File: config.mk
export PLATFORM = sky130hd
export DESIGN_NAME = bp_me_data_resp_flit_tx
export DESIGN_NICKNAME = d
export VERILOG_FILES = /design/src/rtl/bp_common_pkg.sv /design/src/rtl/bp_me_wrap_counter.sv /design/src/rtl/bp_me_data_resp_flit_tx.sv
export SDC_FILE = /design/constraint.sdc
export NUM_CORES = 1
export LEC_CHECK = 0
export CORE_ASPECT_RATIO = 1.75
export CORE_UTILIZATION = 30
export DETAILED_ROUTE_END_ITERATION = 12
export HOLD_SLACK_MARGIN = 0.1
export PLACE_DENSITY = 0.6
export SLEW_MARGIN = 20
export SYNTH_ARGS = -nofsm -noshare
export SYNTH_HDL_FRONTEND = slang
export SYNTH_SLANG_ARGS = --single-unit
File: constraint.sdc
create_clock -name clk_i -period 3.6 [get_ports clk_i]
set_input_delay 0.54 -clock clk_i [delete_from_list [all_inputs] [get_ports clk_i]]
set_output_delay 0.54 -clock clk_i [all_outputs]
set_load 0.02 [all_outputs]
File: src/rtl/bp_common_pkg.sv
// bp_common_pkg: shared BlackParrot memory-engine constants and types.
package bp_common_pkg;
  localparam int bp_data_resp_num_flit_gp = 4;
  localparam int bp_sv39_paddr_width_gp   = 56;
  typedef enum logic {e_flit_tx_idle, e_flit_tx_send} bp_me_flit_tx_state_e;
endpackage

File: src/rtl/bp_me_wrap_counter.sv
// bp_me_wrap_counter: loadable modulo-num_p index counter.
module bp_me_wrap_counter #(
  parameter  int num_p    = 4,
  localparam int width_lp = $clog2(num_p)
) (
  input  logic                clk_i,
  input  logic                reset_n_i,
  input  logic                load_i,
  input  logic [width_lp-1:0] load_val_i,
  input  logic                incr_i,
  output logic [width_lp-1:0] cnt_o
);
  logic [width_lp-1:0] cnt_q, cnt_d;
  assign cnt_d = load_i ? load_val_i
               : incr_i ? ((cnt_q == width_lp'(num_p-1)) ? '0 : cnt_q + 1'b1)
               : cnt_q;
  always_ff @(posedge clk_i or negedge reset_n_i)
    if (!reset_n_i) cnt_q <= '0;
    else cnt_q <= cnt_d;
  assign cnt_o = cnt_q;
endmodule

File: src/rtl/bp_me_data_resp_flit_tx.sv
// bp_me_data_resp_flit_tx: serialises a cache-line data response into flits,
// critical flit first, wrapping around the line.
module bp_me_data_resp_flit_tx
  import bp_common_pkg::*;
#(
  parameter  int data_width_p  = 512,
  parameter  int num_flit_p    = bp_data_resp_num_flit_gp,
  parameter  int paddr_width_p = bp_sv39_paddr_width_gp,
  localparam int flit_width_p  = data_width_p/num_flit_p,
  localparam int idx_width     = $clog2(num_flit_p)
) (
  input  logic                     clk_i,
  input  logic                     reset_n_i,
  input  logic                     resp_v_i,
  output logic                     resp_ready_o,
  input  logic [paddr_width_p-1:0] resp_addr_i,
  input  logic [data_width_p-1:0]  resp_data_i,
  output logic                     flit_v_o,
  input  logic                     flit_yumi_i,
  output logic [flit_width_p-1:0]  flit_data_o,
  output logic [idx_width-1:0]     flit_idx_o,
  output logic [paddr_width_p-1:0] flit_addr_o,
  output logic                     flit_last_o
);
  localparam int lg_line_lp = $clog2(data_width_p/8);
  localparam int lg_flit_lp = $clog2(flit_width_p/8);
  bp_me_flit_tx_state_e state_q, state_d;
  logic                     init_q;
  logic [paddr_width_p-1:0] addr_q;
  logic [data_width_p-1:0]  data_q;
  logic [idx_width-1:0]     sent_q;
  logic                     accept, yumi;
  assign accept = resp_v_i & resp_ready_o;
  assign yumi   = flit_yumi_i & flit_v_o;
  // init_q keeps ready low until the first clock after reset release
  always_ff @(posedge clk_i or negedge reset_n_i)
    if (!reset_n_i) begin
      state_q <= e_flit_tx_idle;
      init_q  <= 1'b0;
      addr_q  <= '0;
      data_q  <= '0;
      sent_q  <= '0;
    end else begin
      state_q <= state_d;
      init_q  <= 1'b1;
      addr_q  <= accept ? resp_addr_i : addr_q;
      data_q  <= accept ? resp_data_i : data_q;
      sent_q  <= accept ? '0 : yumi ? sent_q + 1'b1 : sent_q;
    end
  always_comb begin
    resp_ready_o = init_q & (state_q == e_flit_tx_idle);
    flit_v_o     = (state_q == e_flit_tx_send);
    state_d      = state_q;
    if (resp_v_i & init_q & (state_q == e_flit_tx_idle)) state_d = e_flit_tx_send;
    if (flit_yumi_i & flit_last_o) state_d = e_flit_tx_idle;
  end
  bp_me_wrap_counter #(.num_p(num_flit_p)) idx_cnt (
    .clk_i      (clk_i),
    .reset_n_i  (reset_n_i),
    .load_i     (accept),
    .load_val_i (resp_addr_i[lg_line_lp-1:lg_flit_lp]),
    .incr_i     (yumi),
    .cnt_o      (flit_idx_o)
  );
  assign flit_last_o = (state_q == e_flit_tx_send) & (sent_q == idx_width'(num_flit_p-1));
  assign flit_data_o = data_q[flit_idx_o*flit_width_p +: flit_width_p];
  assign flit_addr_o = addr_q;
endmodule

# [Yosys cells after proc, flatten, opt, wreduce, memory -nomap -nowiden]
# Index checks and enable logic that the tools add are counted.
[totals] out_inout_bits=189 ramBits=0 mem_count=0 register_bits=574 latch_bits=0 in_bits=572 mem_bits_ro=0 wordCells=28
[classes] muxes=7 n_mul=0 bitwise=8 addsub=2 n_eq_ne=2 n_reduce_logical=2 n_shift=1 div_mod_pow=0 order_cmp=0
[op_table] op="$shiftx 512x10->128" n=1
[op_table] op="$mux 2" n=5
[op_table] op="$and 1x1->1" n=7
[op_table] op="$add 2x1->2 const B" n=2
[op_table] op="$eq 2x2->1 const B" n=2
[op_table] op="$reduce_bool 2->1" n=2
[op_table] op="$mux 1" n=2
[op_table] op="$not 1->1" n=1

# [Depth between registers and ports, before layout]
# Gate-level depths: netlist of the first run.
[logic_depth] word_depth=4 depth_mapped=5 depth_no_buf=3

# [Modules after synthesis]
# A second synthesis of the first run with hierarchy kept.
[hier_totals] cells_unflattened=1382 hier_area_um2=26994.6
[modules_own_cells] module="bp_me_data_resp_flit_tx" cells_per_inst=1372 area_per_inst_um2=26879.5 seq_area_each_um2=14313.7 instances=1
[modules_own_cells] module="bp_me_wrap_counter" cells_per_inst=10 area_per_inst_um2=115.1 seq_area_each_um2=50.0 instances=1

# [Least setup slack after synthesis of the first run]
# Ideal clock, no wire load.
[synth_timing] path_type="register -> output" from="register idx_cnt.cnt_q[0] (netlist: idx_cnt.cnt_o[0])" to="output flit_data_o[0]" path_stages_with_launch=5 t_required_ns=3.060 path_slack_ns=1.390 n_path_buf=3 arrival_ns=1.670 path_cell_list="dfrtp_1 clkbuf_1 buf_2 buf_2 mux4_2"
[synth_between] elab_chain_cells=1
[synth_lines] item="start: declaration" line_no="bp_me_wrap_counter.sv:13" text="logic [width_lp-1:0] cnt_q, cnt_d;"
[synth_lines] item="start signal: assignment" line_no="bp_me_wrap_counter.sv:19" text="else cnt_q <= cnt_d;"
[synth_lines] item="$shiftx 512x10->128" line_no="bp_me_data_resp_flit_tx.sv:66" text="assign flit_data_o = data_q[flit_idx_o*flit_width_p +: flit_width_p];"
[synth_lines] item="end: declaration" line_no="bp_me_data_resp_flit_tx.sv:20" text="output logic [flit_width_p-1:0] flit_data_o,"
# No other way between the ends.

# [Worst setup path after layout of the first run]
[layout_timing] from="register idx_cnt.cnt_q[0] (netlist: idx_cnt.cnt_o[0])" to="output flit_data_o[103]"
# Same word-level chain as after synthesis.

==> impl_metrics.env, run 1 <==
export IMPL_final_setup_skew_ps=14.1
export IMPL_ys_warn_count=0
export IMPL_clock_root_buffer="sky130_fd_sc_hd__clkbuf_16"
export IMPL_grt_max_degree=83
export IMPL_dr_max_layer_used="met5"
export IMPL_timing_worst_setup_path_type="reg -> out"
export IMPL_clock_sinks=574
export IMPL_final_antenna_net_count=0
export IMPL_die_area_um2=89600
export IMPL_wl_per_cell_um=23.3
export IMPL_place_port_buffers=760
export IMPL_timing_max_transition_violations_final=0
export IMPL_cp_startpoint="idx_cnt.cnt_o[0]"
export IMPL_firstDrtPassIters=4
export IMPL_unrepaired_setup_endpoints_after_global_routing="false"
export IMPL_final_util_pct=43.3
export IMPL_fillers=7879
export IMPL_met2WireLength_um=41000
export IMPL_wl_met1_um=28100
export IMPL_yosys_area_top_type_share_pct=54.2
export IMPL_grt_pass1_wl_um=118000
export IMPL_gp_congestion=0.841
export IMPL_die_x_um=227
export IMPL_maxClockFrequency_mhz=296
export IMPL_drv_max_cap_violation_count=0
export IMPL_vias_in_the_first_global_route=18282
export IMPL_path_max_fanout=22
export IMPL_fin_worst_hold_slack_ps=488
export IMPL_slowest_delay_ps=610
export IMPL_finalNetCount=2761
export IMPL_postSynthAreaPerCell_um2=19.1
export IMPL_layout_drive_gt1_share_pct=39.3
export IMPL_cts_htree_levels=2
export IMPL_slew_limit_headroom_pct=56.5
export IMPL_drt_first_iter_violations=707
export IMPL_slack_of_the_worst_reg_to_reg_path_ps=1230
export IMPL_worst_r2r_endpoint="data_q[376]"
export IMPL_synth_top_cells_by_area="sky130_fd_sc_hd__dfrtp_1 (54%), sky130_fd_sc_hd__mux2_4 (28%), sky130_fd_sc_hd__mux4_2 (11%)"
export IMPL_timing_setup_tns_ps=0
export IMPL_power_per_cell_area_nw_per_um2=931
export IMPL_grt_use_total_pct=17.6
export IMPL_cp_buffers_inverters=3
export IMPL_finalSetupViolations=0
export IMPL_area_growth_synth_to_final_pct=42.6
export IMPL_synth_sequential_area_ratio_pct=54.2
export IMPL_critical_path_reg2reg_startpoint="flit_v_o"
export IMPL_clock_tree_from_tritoncts="yes"
export IMPL_worstSetupStartpointType="flip-flop"
export IMPL_grt_overflow_total=0
export IMPL_hold_path_class="in -> async"
export IMPL_cp_end_kind="output pin"
export IMPL_floorplan_rows=143
export IMPL_cp_cell_sequence="buf_12 > buf_12 > mux4_2 > clkdlybuf4s50_1"
export IMPL_place_worst_setup_slack_ps=803
export IMPL_wl_met3_um=7810
export IMPL_timing_final_hold_violations=0
export IMPL_cts_inserted_buffers=57
export IMPL_clkSlewWorstSetupHoldPaths_ps=70
export IMPL_drt_total_wl_um=79600
export IMPL_avgViaCountPerCell=4.57
export IMPL_start_util_pct=30.4
export IMPL_tightest_slew_ps=653
export IMPL_number_of_i_o_pins=761
export IMPL_mappedNetlistNets=1960
export IMPL_r2r_cells=4
export IMPL_postSynthCellCount=1386
export IMPL_die_y_um=395
export IMPL_period_utilization_pct=93.7
export IMPL_total_power_uw=35200
export IMPL_cp_slowest_cell="sky130_fd_sc_hd__clkdlybuf4s50_1"
export IMPL_fp_coreArea_um2=87100
export IMPL_clock_insertion_delay_worst_skew_ps=610
export IMPL_number_of_antenna_violations_at_the_first_check_in_global_routing=33
export IMPL_ys_ff_latch=574
export IMPL_timing_final_ws_setup_ps=225
export IMPL_detailroute_via_count=15624
export IMPL_cts_resized_gates=0
export IMPL_dpl_wire_length_um=59200
export IMPL_timing_critical_path_max_delay_family="buffers and inverters"
export IMPL_crit_top_cell="sky130_fd_sc_hd__buf_12"
export IMPL_finalCriticalPeriod_ps=3370
export IMPL_clockBufferDepth=3
export IMPL_power_ir_vdd_worst_v=0.000656
export IMPL_critPathRequiredTime_ps=3060
export IMPL_drc=0
export IMPL_netlist_area_um2=26500
export IMPL_post_synth_num_cell_types=23
export IMPL_total_leakage_power_uw=0.0159
export IMPL_synth_largest_area_cell="sky130_fd_sc_hd__dfrtp_1"
export IMPL_run_status="finished clean"
export IMPL_cp_data_arrival_time_ps=2830
## what timing repair did
| item | CTS | global route |
|---|---|---|
| hold endpoints to repair | 49 | 0 |
| hold buffers | 1 | 0 |
| setup buffers | 0 | 0 |
## power breakdown
group	internal (uW)	leakage [uW]	total, uW	switching, uW
Combinational	10300	0.00806	16800	6520
Clock	3790	0.000993	6490	2690
Sequential	9740	0.00684	11800	2100
Total	23900	0.0159	35200	11300
## sequential cells by signal (all words and copies together) (netlist names)
name / cells
sent_q: 2
flit_v_o: 1
idx_cnt.cnt_o: 2
data_q: 512
init_q: 1
flit_addr_o: 56
## layer usage
| layer | vias to the layer above | GRT usage, % |
|---|---|---|
| met5 | - | 0 |
| met4 | 14 | 7.92 |
| met3 | 134 | 6.87 |
| met2 | 621 | 30.3 |
| met1 | 8099 | 18.7 |
| li1 | 6756 | - |
## metrics by stage
| step | area, um2 | std cells |
|---|---|---|
| after floorplan | 26500 | 1386 |
| after global placement | 35700 | 3287 |
| after detailed placement | 35700 | 3287 |
| after CTS | 37700 | 3392 |
| after global routing | 37800 | 3416 |
| final | 37800 | 3417 |
## worst max path at each step
stage	endpoint	slack, ps	cells after the start
3_3_place_gp	flit_data_o[95]	810	4
4_1_cts	flit_data_o[103]	100	4
2_1_floorplan	flit_data_o[0]	1390	4
6_report	flit_data_o[103]	230	4
5_1_grt	flit_data_o[103]	60	4
3_5_place_dp	flit_data_o[95]	800	4
## cells in the final DEF (no fill, tap or decap), types with 2 or more instances in the layout
cell,synthesis,final
sky130_fd_sc_hd__clkdlybuf4s50_1,0,759
sky130_fd_sc_hd__dfrtp_1,574,572
sky130_fd_sc_hd__mux2_4,500,500
sky130_fd_sc_hd__mux4_2,128,128
sky130_fd_sc_hd__mux2_2,68,68
sky130_fd_sc_hd__clkbuf_16,0,59
sky130_fd_sc_hd__buf_4,1,48
sky130_fd_sc_hd__buf_12,0,27
sky130_fd_sc_hd__diode_2,0,25
sky130_fd_sc_hd__clkbuf_8,0,15
sky130_fd_sc_hd__clkinv_2,0,10
sky130_fd_sc_hd__bufinv_16,0,7
sky130_fd_sc_hd__clkinvlp_4,0,5
sky130_fd_sc_hd__clkbuf_1,8,5
sky130_fd_sc_hd__a21bo_2,4,4
sky130_fd_sc_hd__nand3b_1,2,2
sky130_fd_sc_hd__nor4bb_1,2,2
sky130_fd_sc_hd__a31oi_1,2,2
sky130_fd_sc_hd__nand3_1,2,2
sky130_fd_sc_hd__ha_1,2,2
sky130_fd_sc_hd__clkinv_4,0,2
sky130_fd_sc_hd__dfrtp_4,0,2
## cells by family after synthesis
| kind of cell | Yosys count | share of synthesized area (%) |
|---|---|---|
| flip-flops | 574 | 54.2 |
| buffers and inverters | 94 | 3.02 |
| AND/OR/NAND/NOR | 10 | 0.293 |
| adder cells (fa/ha/maj) | 2 | 0.0944 |
| multiplexers | 696 | 42.1 |
| other | 1 | 0.0142 |
| AO/OA/AOI/OAI | 9 | 0.269 |
## cells in the mapped netlist
cell                        instances
sky130_fd_sc_hd__a21oi_1            1
sky130_fd_sc_hd__o21ai_0            1
sky130_fd_sc_hd__conb_1             1
sky130_fd_sc_hd__clkbuf_1           8
sky130_fd_sc_hd__buf_1              6
sky130_fd_sc_hd__a21bo_2            4
sky130_fd_sc_hd__nand3_1            2
sky130_fd_sc_hd__a2bb2oi_1          1
sky130_fd_sc_hd__nor2b_1            1
sky130_fd_sc_hd__a31oi_1            2
sky130_fd_sc_hd__mux2_4           500
sky130_fd_sc_hd__buf_4              1
sky130_fd_sc_hd__buf_2             24
sky130_fd_sc_hd__nor4bb_1           2
sky130_fd_sc_hd__ha_1               2
sky130_fd_sc_hd__and2_1             1
sky130_fd_sc_hd__nand3b_1           2
sky130_fd_sc_hd__mux2_2            68
sky130_fd_sc_hd__dfrtp_1          574
sky130_fd_sc_hd__and3b_1            1
sky130_fd_sc_hd__buf_6             55
sky130_fd_sc_hd__nand4bb_1          1
sky130_fd_sc_hd__mux4_2           128
## cell type report
class,instances,area [um2],share of cell area [%]
Antenna cell,25,62.6,0.166
Clock buffer,79,1700,4.51
Clock inverter,25,324,0.858
Multi-Input combinational cell,718,11300,30.0
Sequential cell,574,14400,38.0
Tap cell,1160,1450,3.84
Timing Repair Buffer,836,8520,22.6
## worst register-to-register path, delay by kind of cell (launching register included)
kind / cells / cell delay (ps)
multiplexers: 1 / 350
flip-flops: 1 / 540
AND/OR/NAND/NOR: 1 / 790
buffers and inverters: 2 / 570
(Power assumes the default switching activity.)
==> run 2: changes to the inputs <==
MAX_ROUTING_LAYER = met4   (was default)
==> impl_metrics.env, run 2 (synthesized netlist as in run 1, its figures left out) <==
export IMPL_run_status="finished clean"
export IMPL_drt_total_wl_um=79600
export IMPL_timing_setup_tns_ps=0
export IMPL_grt_max_degree=83
export IMPL_finalCriticalPeriod_ps=3370
export IMPL_slowest_delay_ps=620
export IMPL_grt_busiest_layer="met2"
export IMPL_vias_in_the_first_global_route=18303
export IMPL_layout_drive_gt1_share_pct=39.3
export IMPL_total_power_uw=35200
export IMPL_largest_reg_flops=512
export IMPL_clock_insertion_delay_worst_skew_ps=620
export IMPL_mostFrequentLayoutCell="sky130_fd_sc_hd__clkdlybuf4s50_1"
export IMPL_met3_track_demand_over_resource_pct=6.14
export IMPL_power_ir_vdd_worst_v=0.000654
export IMPL_firstDrtPassIters=4
export IMPL_fillers=7883
export IMPL_cts_htree_levels=2
export IMPL_timing_worst_setup_path_type="reg -> out"
export IMPL_layout_cells_most_common_list="sky130_fd_sc_hd__clkdlybuf4s50_1 (759), sky130_fd_sc_hd__dfrtp_1 (572), sky130_fd_sc_hd__mux2_4 (500)"
export IMPL_dpl_wire_length_um=59200
export IMPL_met2_track_utilization_from_global_routing_pct=30.3
export IMPL_clock_root_buffer="sky130_fd_sc_hd__clkbuf_16"
export IMPL_detailroute_via_count=15672
export IMPL_post_cts_repair_setup_buffers=0
export IMPL_timing_max_transition_violations_final=0
export IMPL_floorplan_rows=143
export IMPL_finalNetCount=2761
export IMPL_fp_coreArea_um2=87100
export IMPL_timing_final_hold_violations=0
export IMPL_number_of_antenna_violations_at_the_first_check_in_global_routing=33
export IMPL_worstSetupStartpointType="flip-flop"
export IMPL_tightest_slew_ps=666
export IMPL_grt_overflow_total=0
export IMPL_cts_inserted_buffers=57
export IMPL_slew_limit_headroom_pct=55.6
export IMPL_die_y_um=395
export IMPL_clock_tree_from_tritoncts="yes"
export IMPL_critPathRequiredTime_ps=3060
export IMPL_drt_first_iter_violations=666
export IMPL_gp_congestion=0.854
export IMPL_finalSetupViolations=0
export IMPL_wl_per_cell_um=23.2
export IMPL_clock_sinks=574
export IMPL_place_port_buffers=760
export IMPL_drv_max_cap_violation_count=0
export IMPL_cp_cell_sequence="buf_12 > mux4_2 > clkdlybuf4s50_1"
export IMPL_start_util_pct=30.4
export IMPL_path_max_fanout=43
export IMPL_die_area_um2=89600
export IMPL_area_growth_synth_to_final_pct=42.6
export IMPL_cp_data_arrival_time_ps=2830
export IMPL_cp_slowest_cell="sky130_fd_sc_hd__clkdlybuf4s50_1"
export IMPL_drc=0
export IMPL_avgViaCountPerCell=4.58
export IMPL_power_per_cell_area_nw_per_um2=931
export IMPL_unrepaired_setup_endpoints_after_global_routing="false"
export IMPL_clkSlewWorstSetupHoldPaths_ps=60
export IMPL_die_x_um=227
export IMPL_grt_pass1_wl_um=117000
export IMPL_total_leakage_power_uw=0.0159
export IMPL_final_setup_skew_ps=14.9
export IMPL_maxClockFrequency_mhz=297
export IMPL_final_antenna_net_count=0
export IMPL_final_util_pct=43.4
export IMPL_grt_use_total_pct=18.1
export IMPL_largest_register="data_q"
export IMPL_groute_layer_met1_usage_pct=19.0
export IMPL_cp_end_kind="output pin"
export IMPL_clockBufferDepth=3
export IMPL_number_of_i_o_pins=761
export IMPL_hold_path_class="in -> async"
export IMPL_period_utilization_pct=93.6
-- run 2: changes by cell type in the layout (fill, tap and decap cells not counted) --
cell	previous run	this run
sky130_fd_sc_hd__diode_2	25	32
-- run 2: final timing paths --
check | startpoint | to | slack (ps) | cells after the start
max in group asynchronous | reset_n_i | data_q[57] | 1990 | 4
min reg2reg | data_q[81] | data_q[81] | 500 | 1
max | idx_cnt.cnt_o[0] | flit_data_o[123] | 230 | 3
min in group clk_i | data_q[81] | data_q[81] | 500 | 1
max reg2reg | flit_v_o | data_q[248] | 1220 | 4
min | reset_n_i | data_q[486] | 490 | 2
-- run 2: repair_timing --
item / 4_1_cts / 5_1_grt
hold buffers: 1 / 0
gates resized for setup: 0 / 0
setup endpoints to repair: 0 / 0
endpoints found under the hold margin: 49 / 0
-- run 2: layout make-up --
cell class,count,area [um2],share of cell area [%]
tap,1160,1450,3.84
clock inverter,25,324,0.858
timing repair buffer,836,8520,22.6
clock buffer,79,1700,4.50
multi-input combinational,718,11300,30.0
sequential,574,14400,38.0
antenna,32,80.1,0.212
-- run 2: stage by stage --
stage | cells | hold WS [ps] | area, um2 | setup slack, ps
after detailed placement | 3287 | 489 | 35700 | 803
after global placement | 3287 | 488 | 35700 | 813
after global routing | 3423 | 479 | 37800 | 66.9
after floorplan | 1386 | 244 | 26500 | 1390
final | 3424 | 493 | 37800 | 231
after CTS | 3392 | 467 | 37700 | 97.8
-- run 2: worst max-delay path, delay by kind of cell (launching register included) --
kind                   cells  cell delay (ps)
buffers and inverters      2              960
DFF                        1              580
muxes                      1              560
-- run 2: layer usage --
layer | wire, um | part of all wire (%)
met1 | 28600 | 36
met3 | 7470 | 9.4
met5 | 0 | 0
met4 | 2420 | 3.0
met2 | 41100 | 52
-- run 2: where the power goes --
part | internal, uW | switching [uW]
combinational | 10300 | 6530
clock | 3790 | 2690
sequential | 9740 | 2110
total | 23900 | 11300
